`src/rtl/event_monitor_pkg.sv`:
```
// Shared types and helpers for the event monitor: readout FSM states and
// the hold-counter width calculation.
package event_monitor_pkg;

  typedef enum logic {
    RD_IDLE = 1'b0,
    RD_PEND = 1'b1
  } rd_state_t;

  localparam int COUNT_W_MIN = 2;

  // Bits needed to hold the values 0..hold_cycles in the stretch counter.
  function automatic int holdWidth(input int hold_cycles);
    return $clog2(hold_cycles + 1);
  endfunction

endpackage

```
`src/rtl/event_stretcher.sv`:
```
// Rising-edge detector with retriggerable pulse stretcher. Defining
// EVENT_MONITOR_GLITCH_FILTER_EN inserts a 2-sample filter in front of the detector.
module event_stretcher
  import event_monitor_pkg::*;
#(
  parameter int HOLD_CYCLES = 4
) (
  input  logic i_clk,
  input  logic i_arst,
  input  logic evt_i,
  output logic edge_o,
  output logic stretch_o
);

  localparam int HW = holdWidth(HOLD_CYCLES);
  localparam logic [HW-1:0] HOLD_LOAD = HW'(HOLD_CYCLES);

  logic          lvl;
  logic          evt_q;
  logic [HW-1:0] hold_q;
  logic [HW-1:0] hold_d;

`ifdef EVENT_MONITOR_GLITCH_FILTER_EN
  logic samp1_q;
  logic samp2_q;

  always_ff @(posedge i_clk or negedge i_arst) begin
    if (!i_arst) begin
      samp1_q <= 1'b0;
      samp2_q <= 1'b0;
    end else begin
      samp1_q <= evt_i;
      samp2_q <= samp1_q;
    end
  end

  // Level only rises after two consecutive high samples, so 1-cycle glitches vanish.
  assign lvl = samp1_q & samp2_q;
`else
  assign lvl = evt_i;
`endif

  assign edge_o    = lvl & ~evt_q;
  assign stretch_o = (hold_q != '0);

  always_comb begin
    hold_d = hold_q;
    if (edge_o) begin
      hold_d = HOLD_LOAD;
    end else if (hold_q != '0) begin
      hold_d = hold_q - HW'(1);
    end
  end

  always_ff @(posedge i_clk or negedge i_arst) begin
    if (!i_arst) begin
      evt_q  <= 1'b0;
      hold_q <= '0;
    end else begin
      evt_q  <= lvl;
      hold_q <= hold_d;
    end
  end

endmodule

```
`src/rtl/event_monitor.sv`:
```
// Event monitor: counts rising edges of i_evt with saturation, stretches them,
// and offers a read-to-clear snapshot. Optional macro: EVENT_MONITOR_GLITCH_FILTER_EN.
//
// Handshake: a request is taken only in RD_IDLE; o_rdVld then stays high with
// o_rdDat/o_rdOvf frozen until i_rdAck is seen, and the next request is taken
// no earlier than the cycle after the ack.
module event_monitor
  import event_monitor_pkg::*;
#(
  parameter int COUNT_W     = 8,
  parameter int HOLD_CYCLES = 4
) (
  input  logic               i_clk,
  input  logic               i_arst,
  input  logic               i_evt,
  input  logic               i_rdReq,
  input  logic               i_rdAck,
  output logic               o_evtStretch,
  output logic [COUNT_W-1:0] o_count,
  output logic               o_rdVld,
  output logic [COUNT_W-1:0] o_rdDat,
  output logic               o_rdOvf,
  output logic               o_rdState
);

  localparam logic [COUNT_W-1:0] COUNT_MAX = '1;

  rd_state_t          state_q;
  logic [COUNT_W-1:0] count_q;
  logic [COUNT_W-1:0] count_d;
  logic [COUNT_W-1:0] rd_dat_q;
  logic               ovf_q;
  logic               ovf_d;
  logic               rd_vld_q;
  logic               rd_ovf_q;
  logic               evt_edge;

  event_stretcher #(
    .HOLD_CYCLES(HOLD_CYCLES)
  ) u_stretcher (
    .i_clk    (i_clk),
    .i_arst   (i_arst),
    .evt_i    (i_evt),
    .edge_o   (evt_edge),
    .stretch_o(o_evtStretch)
  );

  // Next count includes an edge in the current cycle, so a snapshot taken
  // on the same clock still sees it.
  always_comb begin
    count_d = count_q;
    ovf_d   = ovf_q;
    if (evt_edge) begin
      if (count_q == COUNT_MAX) begin
        ovf_d = 1'b1;
      end else begin
        count_d = count_q + COUNT_W'(1);
      end
    end
  end

  always_ff @(posedge i_clk or negedge i_arst) begin
    if (!i_arst) begin
      state_q  <= RD_IDLE;
      count_q  <= '0;
      ovf_q    <= 1'b0;
      rd_vld_q <= 1'b0;
      rd_dat_q <= '0;
      rd_ovf_q <= 1'b0;
    end else begin
      count_q <= count_d;
      ovf_q   <= ovf_d;
      case (state_q)
        RD_IDLE: begin
          if (i_rdReq) begin
            rd_dat_q <= count_d;
            rd_ovf_q <= ovf_d;
            count_q  <= '0;
            ovf_q    <= 1'b0;
            rd_vld_q <= 1'b1;
            state_q  <= RD_PEND;
          end
        end
        RD_PEND: begin
          if (i_rdAck) begin
            rd_vld_q <= 1'b0;
            state_q  <= RD_IDLE;
          end
        end
        default: begin
          rd_vld_q <= 1'b0;
          state_q  <= RD_IDLE;
        end
      endcase
    end
  end

  assign o_count   = count_q;
  assign o_rdVld   = rd_vld_q;
  assign o_rdDat   = rd_dat_q;
  assign o_rdOvf   = rd_ovf_q;
  assign o_rdState = state_q;

endmodule

```
`config.mk`:
```
export PLATFORM = sky130hd
export DESIGN_NAME = event_monitor
export DESIGN_NICKNAME = d
export VERILOG_FILES = /design/src/rtl/event_monitor_pkg.sv /design/src/rtl/event_stretcher.sv /design/src/rtl/event_monitor.sv
export SDC_FILE = /design/constraint.sdc
export NUM_CORES = 1
export LEC_CHECK = 0
export CORE_MARGIN = 1
export CORE_UTILIZATION = 30
export DETAILED_ROUTE_END_ITERATION = 10
export HOLD_SLACK_MARGIN = 0.02
export REMOVE_ABC_BUFFERS = 1
export SYNTH_ARGS = -nofsm -noshare
export SYNTH_HDL_FRONTEND = slang
export SYNTH_SLANG_ARGS = --single-unit
```
`constraint.sdc`:
```
create_clock -name i_clk -period 2 [get_ports i_clk]
set_clock_uncertainty 0.2 [all_clocks]
set_input_delay 0.2 -clock i_clk [delete_from_list [all_inputs] [get_ports i_clk]]
set_output_delay 0.2 -clock i_clk [all_outputs]
set_load 0.03 [all_outputs]
```
# == Word-level counts from Yosys, hierarchy flattened ==
# Index checks and enable logic that the tools add are counted.
# classes
n_addsub,2
eq_ne,3
mux,16
n_bitwise,3
reduce_logical,4
# ops
cell,n
8-bit two-way mux,4
"8-bit by 1-bit adder with 8-bit output, second input constant",1
"8-bit == test, second input constant",1
1-bit two-way mux,8
3-bit two-way mux,2
"2-bit inequality test, second input constant",2
1-bit case mux with 2 select lines,2
2-bit AND reduction,2
3-bit nonzero test,1
"3-bit by 1-bit subtractor with 3-bit output, second input constant",1
1-bit NOT,2
2-bit nonzero test,1
1-bit AND,1
# word_totals
regBits,24
out_inout_bits,20
elab_cells,36

# == Depth between registers and ports, before layout ==
# depth
depth_word,5
depth_mapped,5
depth_no_buf,5

# == Modules after synthesis ==
# From an unflattened synthesis, not the netlist that was laid out.
# hier_totals
hier_cells,110
area_unflattened_um2,1116.1
# modules_own_cells
module,instances,cells_each,area_each_um2,seq_area_each_um2
event_monitor,1,93,914.6,500.5
event_stretcher,1,17,201.4,100.1

# == Worst setup path after synthesis ==
# No wires, ideal clock.
# synth_path
kind,register -> register
start,"register count_q[0], in the netlist o_count[0]"
end,"register rd_dat_q[7], in the netlist o_rdDat[7]"
setup_ps,136
arrival_time_ps,1517
path_slack_ps,148
stages_incl_launch_ff,5
n_path_buf,0
synth_period_minus_slack_ps,1852
path_cell_list,dfrtp_1 ha_1 and4b_1 o41ai_1 o21ai_0
# synth_between
elab_chain_len,3
# synth_rtl
element,line_no,text
start: declaration,event_monitor.sv:29,logic [COUNT_W-1:0] count_q;
start signal: assignment,event_monitor.sv:71,count_q <= count_d;
8-bit by 1-bit adder with 8-bit output / 8-bit == test (equally long branches),"event_monitor.sv:57, event_monitor.sv:54",
8-bit two-way mux *,event_monitor.sv:54,if (count_q == COUNT_MAX) begin
8-bit two-way mux *,event_monitor.sv:53,if (evt_edge) begin
end signal: assignment,event_monitor.sv:76,rd_dat_q <= count_d;
end: declaration,event_monitor.sv:31,logic [COUNT_W-1:0] rd_dat_q;
# Every way passes the cells marked *; elsewhere a longest branch is shown, timed or not.
# A chain may end at the register's enable or synchronous reset.

# == Final worst setup path ==
# layout_path
start,"register count_q[3], in the netlist o_count[3]"
end,output o_count[3]
# layout_lines
element,line_no,text
end: declaration,event_monitor.sv:19,"output logic [COUNT_W-1:0] o_count,"
# No word-level cell between the ends.

==> metrics.csv <==
stage;metric;value;unit
synthesis;post-synthesis sequential area ratio;56.5;%
synthesis;share of the synthesized area in the top cell type;56.5;%
timing;hold_ws;0.0209;ns
drt;Pre-Repair DR Iteration Count;4;
synthesis;#FFs+latches synth;24;
synthesis;number of flops mapped to enable cells by yosys;0;
critical_path;CP arrival;1.49;ns
cells_and_area;Final Non-Filler Cells;182;
synthesis;synth unique cells;33;
cells_and_area;layout cells sized above 1;10.3;%
global_routing;pin count of the biggest net entering global routing;25;
timing;Worst-Margin Slew;0.419;ns
placed_design;cell total after placement;178;
drt;via count;853;
drt;drt wl/cell;12.1;µm
drt;number of routed nets with antenna violations;0;
timing;Final WS setup;0.105;ns
timing;fin crit share;94.7;%
cts;Clock Sinks;24;
hold_path;worst hold path class;input pin to async pin;
global_routing;gr usage total;13.4;%
die;Core Box Area;3360;µm²
cts;clk_lat worst skew;0.31;ns
cells_and_area;final core utilization;42.5;%
pwr;Pwr Density;903;nW/µm²
placed_design;hpwl dp;1.69;mm
placed_design;I/O Buffers;24;
synthesis;most common flop cell mapped by yosys;dfrtp_1;
global_routing;number of global-route vias before repair;802;
cells_and_area;Area Overhead vs Synth;34.5;%
die;Die W;61.5;µm
pwr;IR drop worst, VDD;0.476;mV
run;maxcap violations;0;
drt;DR vias/cell;4.69;
die;Ports;25;
critical_path;Setup CP Type;flip-flop to primary output;
die;Starting Density;31.6;%
pwr;Leakage;0.642;nW
timing;final setup fails;0;
critical_path;WP data required;1.60;ns
die;Die Y;61.5;µm
timing;Fmax achieved;528;MHz
timing;Min Clock Period, post-route;1.89;ns
cells_and_area;filler instances;349;
synthesis;synth warn;0;
global_routing;initial antenna violation count;0;
synthesis;most frequent cell after synthesis;dfrtp_1;
critical_path;CP startpoint kind;flip-flop;
synthesis;cells after synthesis;104;
cells_and_area;fin nets;145;
cells_and_area;FF+latch area;601;µm²
synthesis;Avg Cell Area, Syn;10.2;µm²
drt;detailed-route wire length;2.20;mm
timing;Worst slew margin;72.0;%
cells_and_area;Multi-input gate area;432;µm²
cts;CTS tree;built;
global_routing;global-route wire length before repair;3.67;mm
synthesis;largest cells by area after synthesis;dfrtp_1 57%, nor2_1 5.3%, o21ai_0 4.2%;
die;DIE AREA;3780;µm²
critical_path;Critical Path Sink Type;primary output;
synthesis;post-synthesis cell area;1060;µm²
synthesis;asr flop ratio synth;100;%
cts;Bufs on Longest Clock Path;2;
cts;Post-CTS Setup Bufs;0;
placed_design;dpl ws;0.0819;ns
timing;setup TNS;0;ns
cts;Clock Tree Root;clkbuf_4;
synthesis;post-synth top area cell;dfrtp_1;
cells_and_area;antenna cell count;0;
timing;endpoints failing hold;0;
placed_design;GPL Wtd Cong;0.924;
drt;DR iter-0 viols;29;
cts;CTS buffer count;3;
timing;Max Slew Vio Count;0;
status;status;finished, final reports clean;
critical_path;Crit Path Max Fanout;6;
cts;clock slew at reported path FFs;0.12;ns
synthesis;top cells by count, synth;24 x dfrtp_1, 15 x nor2_1, 11 x nand2_1;
global_routing;Overflow after GRT;0;
die;Rows;21;
drt;Residual DRC;0;
timing;RSZ-0062 raised after global routing;false;
cts;number of H-tree levels;1;
[critical path, stage by stage, from the launching register on]
cell and delay [ns]:
dfrtp_1 0.38, buf_4 0.14, clkdlybuf4s50_1 0.67
[cells by family (layout without fill, tap and decap cells)]
group	Yosys count	count (layout)	synth area share [%]
xor+xnor	2	2	1.65
flops	24	24	56.5
compound gates	22	22	12.3
buf+inv	8	40	2.83
mux	4	4	3.89
simple gates	41	41	19.3
fa+ha+maj	3	3	3.53
[final cells by class]
| cell class | count | area share (%) |
|---|---|---|
| Inverter | 6 | 1.58 |
| Sequential cell | 24 | 42.0 |
| Clock buffer | 4 | 2.54 |
| Multi-Input combinational cell | 72 | 30.2 |
| Tap cell | 46 | 4.03 |
| Timing Repair Buffer | 30 | 19.6 |
[per-stage QoR]
stage / area [µm²] / power [mW]
2_1_floorplan: 1050 / 0.877
3_3_place_gp: 1400 / 1.05
3_5_place_dp: 1400 / 1.07
4_1_cts: 1430 / 1.32
5_1_grt: 1430 / 1.38
6_report: 1430 / 1.29
[sequential cells by signal, summed over array words and instances, names as in the netlist]
name,flops
o_count,8
o_rdDat,8
u_stretcher.hold_q,3
o_rdOvf,1
o_rdState,1
o_rdVld,1
ovf_q,1
u_stretcher.evt_q,1
[repair_timing]
| item | in CTS | in global routing |
|---|---|---|
| endpoints found under the setup margin | 1 | 1 |
| gates resized for setup | 1 | 2 |
| hold buffers | 0 | 0 |
[power breakdown]
part | internal (mW) | switching (mW) | total (mW)
sequential | 0.558 | 0.0474 | 0.605
combinational | 0.184 | 0.251 | 0.435
clock | 0.111 | 0.139 | 0.250
[worst paths after layout]
path | from | end | slack (ns) | depth (start not counted)
min in group i_clk | i_evt | u_stretcher.evt_q$_DFF_PN0_ | 0.25 | 1
max in group asynchronous | i_arst | ovf_q$_DFF_PN0_ | 1.35 | 2
worst max register to register | o_count[0]$_DFF_PN0_ | o_rdDat[7]$_DFFE_PN0P_ | 0.21 | 4
worst min register to register | u_stretcher.hold_q[2]$_DFFE_PN0P_ | u_stretcher.hold_q[2]$_DFFE_PN0P_ | 0.29 | 1
worst max-delay path | o_count[3]$_DFF_PN0_ | o_count[3] | 0.11 | 2
worst min-delay path | i_arst | o_rdDat[4]$_DFFE_PN0P_ | 0.02 | 2
[cell usage in the layout (no fill, tap or decap), drive strengths merged, types with 2 or more instances in the layout]
cell type	synthesis	final
clkbuf	2	5
nand2b	2	2
dfrtp	24	24
mux2i	3	3
nand2	11	11
nor2	15	15
inv	6	6
nor4	2	2
clkdlybuf4s50	0	23
o31ai	2	2
ha	3	3
o21ai	10	10
nand4	2	2
a21oi	4	4
buf	0	6
nand3	2	2
[metal layers]
layer | track usage, % | wire (µm) | up-vias
met4 | 2.86 | 30 | 0
met2 | 21.2 | 1090 | 18
met3 | 4.41 | 94 | 4
met1 | 17.9 | 986 | 403
met5 | 0 | 0 | -
li1 | - | - | 428
Note: power is estimated with default switching activity, not from simulation.
